--- src/rtl/mc_control_unit.sv ---
// Multi-cycle RV32 control unit: a Moore FSM that sequences fetch, decode,
// execute, memory and writeback. It also contains the ALU decoder and the
// immediate-format decoder.
module mc_control_unit (
  input  logic       clk,
  input  logic       reset,
  input  logic [6:0] op,
  input  logic [2:0] funct3,
  input  logic       funct7b5,
  input  logic       Zero,
  output logic       PCWrite,
  output logic       AdrSrc,
  output logic       MemWrite,
  output logic       IRWrite,
  output logic [1:0] ResultSrc,
  output logic [1:0] ALUSrcA,
  output logic [1:0] ALUSrcB,
  output logic [1:0] ImmSrc,
  output logic       RegWrite,
  output logic [2:0] ALUControl,
  output logic [3:0] state
);

  typedef enum logic [3:0] {
    S_FETCH    = 4'd0,
    S_DECODE   = 4'd1,
    S_MEMADR   = 4'd2,
    S_MEMREAD  = 4'd3,
    S_MEMWB    = 4'd4,
    S_MEMWRITE = 4'd5,
    S_EXECUTER = 4'd6,
    S_EXECUTEI = 4'd7,
    S_ALUWB    = 4'd8,
    S_BEQ      = 4'd9,
    S_JAL      = 4'd10
  } state_t;

  localparam logic [6:0] OP_LW   = 7'b0000011;
  localparam logic [6:0] OP_SW   = 7'b0100011;
  localparam logic [6:0] OP_R    = 7'b0110011;
  localparam logic [6:0] OP_I    = 7'b0010011;
  localparam logic [6:0] OP_BEQ  = 7'b1100011;
  localparam logic [6:0] OP_JAL  = 7'b1101111;

  state_t     state_q, state_d;
  logic       pc_update;
  logic       branch;
  logic [1:0] alu_op;
  logic       mem_write_raw;
  logic       ir_write_raw;
  logic       reg_write_raw;

  // State register; reset forces FETCH from any state
  always_ff @(posedge clk) begin
    if (reset) state_q <= S_FETCH;
    else       state_q <= state_d;
  end

  assign state = state_q;

  // Next-state and per-state Moore outputs
  always_comb begin
    state_d       = S_FETCH;
    pc_update     = 1'b0;
    branch        = 1'b0;
    alu_op        = 2'b00;
    mem_write_raw = 1'b0;
    ir_write_raw  = 1'b0;
    reg_write_raw = 1'b0;
    AdrSrc        = 1'b0;
    ResultSrc     = 2'b00;
    ALUSrcA       = 2'b00;
    ALUSrcB       = 2'b00;
    unique case (state_q)
      S_FETCH: begin
        ir_write_raw = 1'b1;
        ALUSrcB      = 2'b10;
        ResultSrc    = 2'b10;
        pc_update    = 1'b1;
        state_d      = S_DECODE;
      end
      S_DECODE: begin
        ALUSrcA = 2'b01;
        ALUSrcB = 2'b01;
        case (op)
          OP_LW, OP_SW: state_d = S_MEMADR;
          OP_R:         state_d = S_EXECUTER;
          OP_I:         state_d = S_EXECUTEI;
          OP_BEQ:       state_d = S_BEQ;
          OP_JAL:       state_d = S_JAL;
          default:      state_d = S_FETCH;
        endcase
      end
      S_MEMADR: begin
        ALUSrcA = 2'b10;
        ALUSrcB = 2'b01;
        if (op == OP_LW)      state_d = S_MEMREAD;
        else if (op == OP_SW) state_d = S_MEMWRITE;
        else                  state_d = S_FETCH;
      end
      S_MEMREAD: begin
        AdrSrc  = 1'b1;
        state_d = S_MEMWB;
      end
      S_MEMWB: begin
        ResultSrc     = 2'b01;
        reg_write_raw = 1'b1;
      end
      S_MEMWRITE: begin
        AdrSrc        = 1'b1;
        mem_write_raw = 1'b1;
      end
      S_EXECUTER: begin
        ALUSrcA = 2'b10;
        alu_op  = 2'b10;
        state_d = S_ALUWB;
      end
      S_EXECUTEI: begin
        ALUSrcA = 2'b10;
        ALUSrcB = 2'b01;
        alu_op  = 2'b10;
        state_d = S_ALUWB;
      end
      S_ALUWB: begin
        reg_write_raw = 1'b1;
      end
      S_BEQ: begin
        ALUSrcA = 2'b10;
        alu_op  = 2'b01;
        branch  = 1'b1;
      end
      S_JAL: begin
        ALUSrcA   = 2'b01;
        ALUSrcB   = 2'b10;
        pc_update = 1'b1;
        state_d   = S_ALUWB;
      end
      default: state_d = S_FETCH;
    endcase
  end

  // Write enables, suppressed while reset is held
  always_comb begin
    PCWrite  = pc_update | (branch & Zero);
    IRWrite  = ir_write_raw;
    MemWrite = mem_write_raw;
    RegWrite = reg_write_raw;
    if (reset) begin
      PCWrite  = 1'b0;
      IRWrite  = 1'b0;
      MemWrite = 1'b0;
      RegWrite = 1'b0;
    end
  end

  // ALU decoder: ALUOp plus funct fields to ALU operation
  always_comb begin
    ALUControl = 3'b000;
    case (alu_op)
      2'b01: ALUControl = 3'b001;
      2'b10: begin
        case (funct3)
          3'b000:  ALUControl = ({op[5], funct7b5} == 2'b11) ? 3'b001 : 3'b000;
          3'b010:  ALUControl = 3'b110;
          3'b011:  ALUControl = 3'b111;
          3'b100:  ALUControl = 3'b100;
          3'b110:  ALUControl = 3'b011;
          3'b111:  ALUControl = 3'b010;
          default: ALUControl = 3'b000;
        endcase
      end
      default: ALUControl = 3'b000;
    endcase
  end

  // Immediate format decoded from opcode alone
  always_comb begin
    ImmSrc = 2'b00;
    case (op)
      OP_SW:   ImmSrc = 2'b01;
      OP_BEQ:  ImmSrc = 2'b10;
      OP_JAL:  ImmSrc = 2'b11;
      default: ImmSrc = 2'b00;
    endcase
  end

endmodule

--- config.mk ---
export PLATFORM = sky130hd
export DESIGN_NAME = mc_control_unit
export DESIGN_NICKNAME = d
export VERILOG_FILES = /design/src/rtl/mc_control_unit.sv
export SDC_FILE = /design/constraint.sdc
export NUM_CORES = 1
export LEC_CHECK = 0
export BUFFER_PORTS_ARGS = -buffer_cell sky130_fd_sc_hd__buf_2
export CAP_MARGIN = 20
export CORE_UTILIZATION = 41
export CTS_BUF_LIST = sky130_fd_sc_hd__clkbuf_4
export CTS_CLUSTER_DIAMETER = 200
export DETAILED_ROUTE_END_ITERATION = 8
export PLACE_DENSITY = 0.78
export REMOVE_ABC_BUFFERS = 1
export SLEW_MARGIN = 20
export SYNTH_ARGS = -nofsm -noshare
export SYNTH_HDL_FRONTEND = slang
export SYNTH_SLANG_ARGS = --single-unit
--- constraint.sdc ---
create_clock -name clk -period 1.5 [get_ports clk]
set_clock_uncertainty 0.2 [all_clocks]
set_input_delay 0.075 -clock clk [delete_from_list [all_inputs] [get_ports clk]]
set_output_delay 0.075 -clock clk [all_outputs]
set_load 0.01 [all_outputs]
==> results of run 1 <==
-- timing repair --
| action | CTS |
|---|---|
| pin swaps | 11 |
| buffers inserted | 11 |
| hold buffers | 8 |
| hold endpoints to repair | 3 |
| endpoints found under the setup margin | 15 |
| resized for setup | 33 |
-- stage by stage --
stage	cell area (um^2)	TNS, ns	cells	utilization	hold WS [ns]
after CTS	1210	-2.19	159	0.893	0.00251
after detailed placement	893	-0.484	139	0.662	0.124
after global placement	893	-0.266	139	0.662	0.123
after floorplan	569	-1.22	74	-	-0.0463
-- cells in the mapped netlist, types with 3 or more instances --
master and count:
a21oi_1 4, dfxtp_1 4, inv_1 4, nand2_1 4, nand2b_1 3, nor2_1 6, nor3_1 5, nor4_1 3
o21ai_0 3, xnor2_1 3
-- cells by family after synthesis --
group	Yosys count
compound gates	16
xor+xnor	5
fa+ha+maj	2
buf+inv	9
flops	4
mux	2
simple gates	41
==> summary.md, run 1 <==
| Metric | Value |
|---|---|
| Status | `stopped before the end` |
| Fail Step | `global routing` |
| Stop Error | `[ERROR DPL-0038] Utilization greater than 100%, impossible to legalize` |
| Worst EP Category | `primary output` |
| Post-synthesis compound-gate area fraction | `0.192` |
| Worst setup endpoint GRT | `ALUControl[2]` |
| CTS root buf | `clkbuf_4` |
| Sequential-to-total area share from yosys stat | `0.130` |
| Synth Area per Inst | `7.82 um^2` |
| PortBufs | `33` |
| Post-Syn Instances | `79` |
| Synth area leaders | `dfxtp_1 13%, xnor2_1 4.3%, ha_1 4.0%, nor3_1 4.0%, buf_6 3.6%` |
| Total CTS buffers | `3` |
| FP Rows | `13` |
| Gpl congestion | `roughly 0.76` |
| Area leader, netlist | `dfxtp_1` |
| Dpl hpwl | `1.36 mm` |
| Yosys warnings | `0` |
| Die X | `40.8 um` |
| Yosys cell types | `43` |
| Mapped Area | `618 um^2` |
| Largest net degree at the start of global routing | `11` |
| Synth Register Bits | `4` |
| Post-Synth Simple-Gate Area | `0.431` |
| Mux share of post-synthesis cell area | `0.0324` |
| Largest family of logic cells by synthesized area | `simple AND/OR/NAND/NOR gates` |
| Synth Area in XOR/XNOR | `0.0709` |
| Die Y | `about 41 um` |
| CTS max path bufs | `2` |
| Pre-CTS setup slack | `-0.165 ns` |
| Adder-cell share of the synthesized area | `0.0405` |
| CTS H-tree depth | `1` |
| IO Count | `34` |
| Share of the synthesized area in the top cell type | `0.130` |
| Clock sinks | `4` |
| Prevailing post-synth register cell | `dfxtp_1` |
| Initial Util | `0.458` |
| Number of enable flip-flop cells after synthesis | `0` |
| Async SR Flop Fraction | `0` |
==> inputs of run 2 (changes only) <==
Settings changed: CORE_AREA set to 2 2 63 65, CORE_UTILIZATION 41 to not set, CTS_BUF_LIST sky130_fd_sc_hd__clkbuf_4 to not set, CTS_CLUSTER_DIAMETER 200 to not set, DIE_AREA set to 0 0 65 67, PLACE_DENSITY 0.78 to not set, PLACE_DENSITY_LB_ADDON set to 0.15.
Clock period 1.5 ns to 2 ns, I/O delays scaled along.
==> run 2 against run 1 <==
- area after synthesis unchanged
- synthesized cell count unchanged
- the run now ends clean
==> summary.md, run 2 <==
| Metric | Value |
|---|---|
| Status | `complete, no violations` |
| Final period util | `0.934` |
| FP Rows | `22 (+9)` |
| PortBufs | `33 (unchanged)` |
| PD cells | `between 300 and 400 mW/mm^2` |
| Clock slew seen by the registers of the worst setup and hold paths | `0.03 ns` |
| Yosys cell types | `43 (unchanged)` |
| HP Start | `op[6]` |
| Hold path depth | `3` |
| CP Launch Type | `register` |
| Initial Util | `0.171 (-0.286)` |
| DRT iter0 DRCs | `13` |
| Std-Cell Core Area | `roughly 0.0036 mm^2` |
| Crit-path max FO | `8` |
| CTS tree | `yes` |
| Hold Vio Cnt, Final | `0` |
| Fraction of layout cells with a size suffix above 1 | `0.504` |
| Finish-stage setup viols | `0` |
| GR Util All Layers | `0.0875` |
| Sequential-to-total area share from yosys stat | `0.130 (unchanged)` |
| Synth Register Bits | `4 (unchanged)` |
| RSZ-0062 raised after global routing | `no` |
| CP endpoint kind | `primary output` |
| R2R depth | `3` |
| Async SR Flop Fraction | `0 (unchanged)` |
| Mapped Area | `618 um^2 (unchanged)` |
| Req. time, crit path | `1.70 ns` |
| WL final | `1.88 mm` |
| Most common cell after layout, fill and taps aside | `buf_2` |
| Count leader, synth | `nor2_1` |
| Max FFs per register | `4` |
| Via Count | `739` |
| Max-Cap Viols | `0` |
| Reg2reg end | `state[1]$_SDFF_PP0_` |
| WP data arrival | `1.57 ns` |
| Antenna violations before repair | `0` |
| DRC Markers | `0` |
| Vias in the first global route | `671` |
| Dpl hpwl | `1.51 mm (+11%)` |
| CTS max path bufs | `2 (unchanged)` |
| 1st-pass router iterations | `4` |
| Routed Antenna Nets | `0` |
| Clk_lat worst skew | `0.21 ns` |
| TNS Setup | `0 ns` |
| Hold Crit Class | `input port to register` |
| FMAX | `roughly 0.54 GHz` |
| Peak supply drop | `0.000127 V` |
| Crit path kind | `register to primary output` |
| Clock sinks | `4 (unchanged)` |
| CTS root buf | `clkbuf_8` |
| Final hold slack | `0.0106 ns` |
| Reg-to-Reg Start | `state[3]$_SDFF_PP0_` |
| Commonest non-fill, non-tap cells in the layout | `33 x buf_2, 8 x buf_4, 6 x nor2_1` |
| Gpl congestion | `0.673 (-12%)` |
| GRT overflow | `0` |
| IO Count | `34 (unchanged)` |
| Tot Pwr | `352 uW` |
| Yosys warnings | `0 (unchanged)` |
| Synth Area per Inst | `7.82 um^2 (unchanged)` |
| Vias per cell | `4.37` |
| Largest net degree at the start of global routing | `13` |
| Setup ws final | `0.133 ns` |
| Die X | `65 um (+59%)` |
| Prevailing post-synth register cell | `dfxtp_1` |
| Total CTS buffers | `3 (unchanged)` |
| Flop2flop setup slack | `0.47 ns` |
| Die area | `0.00436 mm^2` |
| Rel. slew slack | `0.744` |
| Leak | `approximately 0.00044 uW` |
| First-pass GRT wire length | `2.96 mm` |
| Die Y | `67 um (+64%)` |
| Slew @ Worst Pin | `0.382 ns` |
| Layout Nets | `139` |
| Routed wire per std cell | `11.1 um` |
| Post-Syn Instances | `79 (unchanged)` |
| Pre-CTS setup slack | `0.206 ns (+0.370 ns)` |
| Commonest cells post-synth | `6 x nor2_1, 5 x nor3_1` |
| Area grow syn2layout | `53.6%` |
| Synth area leaders | `dfxtp_1 13%, xnor2_1 4.3%, ha_1 4.0%, nor3_1 4.0%, buf_6 3.6%` |
| Pins over their slew limit | `0` |
| Number of antenna diodes | `0` |
| Number of enable flip-flop cells after synthesis | `0 (unchanged)` |
| Core Util, Final | `0.263` |
| Area leader, netlist | `dfxtp_1` |
| Min-Delay Endpoint | `state[3]$_SDFF_PP0_` |
| CTS H-tree depth | `1 (unchanged)` |
| Crit path time final | `1.87 ns` |
| Share of the synthesized area in the top cell type | `0.130 (unchanged)` |
-- run 2: cell counts after synthesis --
Identical to the previous run, type by type.
-- run 2: cells by family (layout without fill, tap and decap cells) --
group / Yosys count / after routing / synth area share
simple gates: 41 / 41 / 0.431
compound gates: 16 / 16 / 0.192
buf+inv: 9 / 51 / 0.103
xor+xnor: 5 / 5 / 0.0709
flops: 4 / 4 / 0.130
fa+ha+maj: 2 / 2 / 0.0405
mux: 2 / 2 / 0.0324
-- run 2: power breakdown --
group	switching, uW	internal (uW)	total (uW)
clock network	37.7	128	166
registers	1.85	81.4	83.2
logic	53.0	49.8	103
-- run 2: critical path: stages, from the launching register on --
cell and delay, ns:
dfxtp_2 0.32, buf_4 0.15, and2b_4 0.26, a21oi_1 0.05, a2111oi_2 0.37, buf_2 0.19
-- run 2: stage by stage --
step | area, um^2 | std cells
3_3_place_gp | 840 | 161
4_1_cts | 912 | 167
6_report | 950 | 169
2_1_floorplan | 569 | 74
5_1_grt | 950 | 169
3_5_place_dp | 840 | 161
-- run 2: worst max path at each step --
stage,startpoint,to,slack (ns)
2_1_floorplan,state[1]$_SDFF_PP0_,ALUControl[0],0.1
3_3_place_gp,state[1]$_SDFF_PP0_,ALUControl[0],0.26
3_5_place_dp,state[1]$_SDFF_PP0_,ALUControl[0],0.21
4_1_cts,state[1]$_SDFF_PP0_,ALUControl[0],0.06
5_1_grt,state[1]$_SDFF_PP0_,ALUControl[0],0.008
6_report,state[0]$_SDFF_PP0_,PCWrite,0.13
-- run 2: metal layers --
| layer | vias up | wire length (um) | share of wire | track usage |
|---|---|---|---|---|
| li1 | 379 | - | - | - |
| met1 | 342 | 864 | 0.46 | 0.109 |
| met2 | 16 | 909 | 0.48 | 0.139 |
| met3 | 2 | 73 | 0.039 | 0.00845 |
| met4 | 0 | 27 | 0.014 | 0.0638 |
| met5 | - | 0 | 0 | 0 |
-- run 2: cell type report --
cell class                 count  area (um^2)
timing repair buffer          44          255
tap                           48         60.1
multi-input combinational     66          490
fill                         410         2660
inverter                       4         15.0
sequential                     4         87.6
clock buffer                   3         41.3
-- run 2: repair_timing --
action / CTS / global route
resized for setup: 1 / 7
endpoints found under the setup margin: 2 / 2
pin swaps: 0 / 1
setup buffers: 0 / 2
hold buffers: 3 / 0
endpoints found under the hold margin: 2 / 0
No activity file was read; power rests on OpenSTA's default activity.
